**config.mk**
```make
export PLATFORM = sky130hd
export DESIGN_NAME = seq_shift_unit
export DESIGN_NICKNAME = d
export VERILOG_FILES = /design/src/rtl/seq_shift_unit.sv
export SDC_FILE = /design/constraint.sdc
export NUM_CORES = 1
export LEC_CHECK = 0
export ABC_AREA = 1
export ABC_CLOCK_PERIOD_IN_PS = 3160
export CAP_MARGIN = 15
export CORE_UTILIZATION = 57
export DETAILED_ROUTE_END_ITERATION = 7
export PLACE_DENSITY = 0.9
export SYNTH_ARGS = -nofsm -noshare
export SYNTH_HDL_FRONTEND = slang
export SYNTH_SLANG_ARGS = --single-unit
```
**constraint.sdc**
```tcl
create_clock -name clk -period 3.16 [get_ports clk]
set_input_delay 0.948 -clock clk [delete_from_list [all_inputs] [get_ports clk]]
set_output_delay 0.948 -clock clk [all_outputs]
set_load 0.1 [all_outputs]
```
**src/rtl/seq_shift_unit.sv**
```systemverilog
// Multi-cycle shift unit for the 16-bit datapath.
// It shifts operand B by 'amount' bit positions, moving one position per clock.
// Shift encoding: 00 pass, 01 LSL (zero fill), 10 LSR (zero fill), 11 ASR (sign fill).
// Handshake: start is accepted only while idle. busy covers the shift cycles.
// done pulses for one cycle when result is updated. result holds its value
// until the next completion.
module seq_shift_unit #(
    parameter int WIDTH = 16,
    parameter int AMT_W = 4
) (
    input  logic             clk,
    input  logic             reset_n,
    input  logic             start,
    input  logic [1:0]       op,
    input  logic [WIDTH-1:0] B,
    input  logic [AMT_W-1:0] amount,
    output logic             busy,
    output logic             done,
    output logic [WIDTH-1:0] result
);

    typedef enum logic {
        IDLE,
        SHIFT
    } state_t;

    state_t           state;
    state_t           state_next;

    logic [1:0]       op_q;
    logic [WIDTH-1:0] work;
    logic [AMT_W-1:0] cnt;
    logic [WIDTH-1:0] shifted;

    logic             accept;
    logic             pass_now;
    logic             finish;

    // Decode the handshake events that drive both the FSM and the datapath.
    // A pass op or a zero amount completes in the accepting cycle, with no SHIFT state.
    always_comb begin
        accept   = (state == IDLE) && start;
        pass_now = accept && ((op == 2'b00) || (amount == '0));
        finish   = (state == SHIFT) && (cnt == AMT_W'(1));
    end

    // Compute the one-position shift of the working register for the latched op.
    always_comb begin
        shifted = work;
        case (op_q)
            2'b01:   shifted = {work[WIDTH-2:0], 1'b0};
            2'b10:   shifted = {1'b0, work[WIDTH-1:1]};
            2'b11:   shifted = {work[WIDTH-1], work[WIDTH-1:1]};
            default: shifted = work;
        endcase
    end

    // Hold the state register. Asserting reset aborts any shift in progress.
    always_ff @(posedge clk or negedge reset_n) begin
        if (!reset_n) begin
            state <= IDLE;
        end else begin
            state <= state_next;
        end
    end

    // Select the next state: enter SHIFT for a real shift, and leave SHIFT on the last step.
    always_comb begin
        state_next = state;
        case (state)
            IDLE: begin
                if (accept && !pass_now) begin
                    state_next = SHIFT;
                end
            end
            SHIFT: begin
                if (finish) begin
                    state_next = IDLE;
                end
            end
            default: state_next = IDLE;
        endcase
    end

    // Drive busy for exactly the cycles spent in SHIFT.
    always_comb begin
        busy = (state == SHIFT);
    end

    // Update the datapath registers.
    // Operands are latched on acceptance, the working register steps once per SHIFT cycle,
    // and result and done update only on completion.
    always_ff @(posedge clk or negedge reset_n) begin
        if (!reset_n) begin
            op_q   <= 2'b00;
            work   <= '0;
            cnt    <= '0;
            result <= '0;
            done   <= 1'b0;
        end else begin
            done <= 1'b0;
            if (pass_now) begin
                op_q   <= op;
                result <= B;
                done   <= 1'b1;
            end else if (accept) begin
                op_q <= op;
                work <= B;
                cnt  <= amount;
            end else if (state == SHIFT) begin
                work <= shifted;
                cnt  <= cnt - AMT_W'(1);
                if (finish) begin
                    result <= shifted;
                    done   <= 1'b1;
                end
            end
        end
    end

endmodule

```
Word level (Yosys, flattened, before mapping)
Index checks and enable logic that the tools add are counted.
Word-level totals
  input bits: 25
  logic and storage cells: 46
  bits in read-only memories: 0
  memories: 0
  output and inout bits: 18
  memory bits (writable): 0
  latch bits: 0
  register bits after elaboration: 40
Operators by class
  multiplexer cells: 18
  $lt $le $gt $ge: 0
  multiply operators: 0
  divide/modulo/power cells: 0
  shifts and indexed selects: 0
  add/subtract/negate cells: 1
  bitwise gates (word level): 2
  eq/ne operators: 5
  reduce and logical (&&, ||, !) cells: 14
Operators by type and width (number)
  $mux W16: 6
  $pmux W16 S3: 1
  $mux W4: 2
  $reduce_bool A2 Y1: 4
  $mux W1: 6
  $eq A2 B2 Y1 const B: 2
  $eq A4 B1 Y1 const B: 1
  $logic_and A1 B1 Y1: 4
  $logic_not A4 Y1: 1
  $mux W2: 2
  $sub A4 B1 Y4 const B: 1
  $reduce_and A3 Y1: 1
  $eq A2 B1 Y1 const B: 1
  $logic_not A2 Y1: 1
  $ne A2 B1 Y1 const B: 1
  $not A1 Y1: 2
  $pmux W1 S2: 1
  $reduce_and A2 Y1: 1
  $logic_not A1 Y1: 1
  $logic_or A1 B1 Y1: 1

Longest topological paths before layout
  word-level depth: 7
  depth in mapped cells: 9
  gate-level depth less buffers: 8

Worst setup path after synthesis
OpenSTA, ideal clock, no wires.
  path type: reg-to-output
  start point: reg state (netlist: busy)
  end point: out busy
  cell stages (with the launch flop): 1
  data arrival time: 954 ps
  path slack: 1258 ps
  cells stage by stage: dfrtp_1
RTL lines
  from (decl): line 27  | state_t state;
  from (signal assigned): line 63  | state <= state_next;
  to (decl): line 17  | output logic busy,
No word-level cell between the ends.

Worst setup path after layout
  start point: in start
  end point: reg work[9]
On the way
  cells in the longest elaborated chain, start to end: 4
  elaborated cells between the ends (all ways): 6
  classes of those cells: 1 x mux; 1 x bitwise; 4 x reduce/logical
RTL lines
  from (decl): line 13  | input logic start,
  $logic_and A1 B1 Y1 (*): line 42  | accept = (state == IDLE) && start;
  $logic_and A1 B1 Y1: line 43  | pass_now = accept && ((op == 2'b00) || (amount == '0));
  $not A1 Y1 (no source line)
  $reduce_and A2 Y1 (no source line)
  to (signal assigned): line 111  | work <= shifted;
  to (decl): line 31  | logic [WIDTH-1:0] work;
Every way passes the cells marked *; elsewhere a longest branch is shown, timed or not.
A chain may end at the register's enable or synchronous reset.

==> impl_metrics.env <==
export IMPL_status="finished, final reports clean"
export IMPL_vias=2390
export IMPL_post_cts_resized=0
export IMPL_rsz0062_at_grt="false"
export IMPL_drt_iter0_markers=271
export IMPL_hpwlAfterDp_mm=4.144
export IMPL_placed_area_sq_um=2739
export IMPL_worstSetupStartpointType="primary input"
export IMPL_clockBufferDepth=2
export IMPL_crit_required_ns=3.35
export IMPL_vias_per_cell=5.664
export IMPL_syn_inst=339
export IMPL_die_area_sq_um=4512
export IMPL_post_route_period_util_pct=74.38
export IMPL_yosysWarnings=0
export IMPL_gr_usage_met2_pct=47.38
export IMPL_insertion_delay_ns=0.30
export IMPL_avgRoutedWirePerCell_microns=14.18
export IMPL_overflow=0
export IMPL_avgSynthCellArea_sq_um=7.142
export IMPL_grt_pass1_vias=2169
export IMPL_yosysUniqueCellTypes=23
export IMPL_netlist_area_sq_um=2421
export IMPL_tightest_slew_ns=0.8993
export IMPL_grt_antenna_before_repair=0
export IMPL_fill_cells=341
export IMPL_coreArea_sq_um=4029
export IMPL_pwr_share_clk_pct=10.4
export IMPL_area_delta_synth_final_pct=16.85
export IMPL_max_slew_margin_pct=40.04
export IMPL_numCtsBuffers=5
export IMPL_max_cap_violations=0
export IMPL_use_met1_pct=37.43
export IMPL_switching_share_pct=57.20
export IMPL_fin_setup_tns_ns=0
export IMPL_fmax_mhz=425.5
export IMPL_synth_fp_nets=366
export IMPL_worstSetupEndpointType="flip-flop"
export IMPL_setup_viol=0
export IMPL_gp_congestion=0.8731
export IMPL_peakVddDrop_mv=0.8036
export IMPL_p_per_area_nw_per_um2=1232
export IMPL_io_pins=43
export IMPL_clock_sinks=40
export IMPL_htreeDepth=2
export IMPL_rows=23
export IMPL_synth_seq_cells=40
export IMPL_clk_pin_slew_ns=0.07
export IMPL_skew_ns=0.005013
export IMPL_fin_cells=422
export IMPL_grt_met3_usage_pct=5.912
export IMPL_drt_first_pass_iters=4
export IMPL_detail_route_antenna_nets=0
export IMPL_die_y_microns=67.17
export IMPL_finalHoldViolations=0
export IMPL_io_buffer_count=42
export IMPL_hold_path_class="flip-flop to flip-flop"
export IMPL_fin_crit_ns=2.350
export IMPL_power_mw=3.485
export IMPL_combPwrFrac_pct=61.4
export IMPL_placedCellCount=414
export IMPL_grt_first_pass_wirelength_mm=9.811
export IMPL_cp_max_fo=31
export IMPL_grt_usage_pct=29.43
export IMPL_initial_core_util_pct=60.09
export IMPL_cts_root_buf="clkbuf_8"
export IMPL_cts_hold_buffers=0
export IMPL_final_max_slew_viol_count=0
export IMPL_drive_gt1_share_pct=11.83
export IMPL_dieWidth_microns=67.17
export IMPL_p_leak_nw=1.460
export IMPL_multi_input_area_sq_um=1229
export IMPL_cts_tree="yes"
export IMPL_grt_max_degree=41
export IMPL_p_int_mw=1.492
export IMPL_postLayoutCellArea_sq_um=2829
export IMPL_crit_type="primary input to flip-flop"
export IMPL_seq_area_frac_synth_pct=41.34
export IMPL_routed_wl_mm=5.985
export IMPL_num_antenna_cells=0
export IMPL_gr_max_usage_layer="met2"
export IMPL_drcViolationCount=0
export IMPL_cts_setup_buffers=0
export IMPL_switching_power_mw=1.993
export IMPL_crit_arrival_ns=2.54
export IMPL_ff_latch_area_sq_um=1001
export IMPL_layout_nets=398
export IMPL_seqPwrFrac_pct=28.2
per-layer routing:
metal	up-vias	share of wire (%)
li1	1178	-
met2	99	50
met5	-	0
met3	12	6.2
met4	0	2.4
met1	1101	41
path summary, 6_finish.rpt:
path | start | to | slack (ns) | cells after the start
min in group asynchronous | reset_n | work[4] | 0.76 | 1
min | result[9] | result[9] | 0.51 | 2
max | start | work[9] | 0.81 | 8
max reg2reg | busy | work[9] | 1.42 | 8
min reg2reg | result[9] | result[9] | 0.51 | 2
max in group asynchronous | reset_n | work[15] | 1.83 | 1
logic make-up (layout without fill, tap and decap cells):
| logic type | count (synthesis) | in the layout | synth area share [%] |
|---|---|---|---|
| adders and majority gates | 2 | 2 | 1.033 |
| buffers and inverters | 34 | 67 | 7.907 |
| DFF | 40 | 40 | 41.34 |
| AOI/OAI and AO/OA | 9 | 9 | 1.912 |
| and+or+nand+nor | 254 | 254 | 47.80 |
state kept, by name (all words and copies together) (netlist names):
register  cells
op_q          2
result       16
busy          1
work         16
done          1
cnt           4
power groups by stage:
| stage | clock [mW] | sequential (mW) | combinational, mW |
|---|---|---|---|
| 2_1_floorplan | 0 | 1.65 | 1.06 |
| 3_3_place_gp | 0 | 0.979 | 2.10 |
| 3_5_place_dp | 0 | 0.987 | 2.14 |
| 4_1_cts | 0.367 | 0.978 | 2.14 |
| 5_1_grt | 0.386 | 1.02 | 2.34 |
| 6_report | 0.364 | 0.982 | 2.14 |
layout by cell type, fill, tap and decap left out:
| cell | instances |
|---|---|
| nand2_1 | 134 |
| nand3_1 | 85 |
| dfrtp_1 | 40 |
| clkdlybuf4s50_1 | 23 |
| buf_4 | 20 |
| inv_1 | 11 |
| nor2_1 | 11 |
| nand4_1 | 9 |
| o21ai_0 | 8 |
| or2_2 | 6 |
| clkbuf_8 | 6 |
| nand2_2 | 2 |
| inv_4 | 2 |
| nand2_4 | 2 |
| inv_2 | 2 |
| ha_1 | 2 |
| clkbuf_1 | 2 |
| nand3_2 | 1 |
| nor2_8 | 1 |
| nor3_4 | 1 |
| or2_0 | 1 |
| or2_1 | 1 |
| a31oi_1 | 1 |
| buf_2 | 1 |
worst max-delay path: stages:
cell             delay (ns)
clkdlybuf4s50_1        0.51
nand2_4                0.20
inv_2                  0.20
nand3_2                0.13
nand2_4                0.24
inv_4                  0.15
nand2_1                0.09
nand2_1                0.05
metrics by stage:
| stage | hold WS (ns) | util, % | setup slack [ns] |
|---|---|---|---|
| global placement | 0.4947 | 67.98 | 0.5693 |
| global route | 0.5298 | 70.22 | 0.6605 |
| CTS | 0.5138 | 70.22 | 0.8269 |
| detailed placement | 0.4948 | 67.98 | 0.5158 |
| floorplan | 0.4715 | - | 1.258 |
| finish | 0.5057 | 70.22 | 0.8096 |
final cells by class:
type / count / area share (%)
inverter: 15 / 2.167
timing repair buffer: 44 / 13.62
tap: 50 / 2.211
sequential: 40 / 35.38
multi-input combinational: 265 / 43.43
clock buffer: 8 / 3.184
Yosys cell counts, drive strengths merged:
master	number	area share, %
nand2	138	22
nand3	86	18
o21ai	8	1.7
ha	2	1.0
nor2	12	2.5
nor3	1	0.67
clkbuf	2	0.31
buf	17	5.1
dfrtp	40	41
inv	15	2.5
or2	8	2.1
nand4	9	2.3
a31oi	1	0.26
Note: power is estimated with default switching activity, not from simulation.
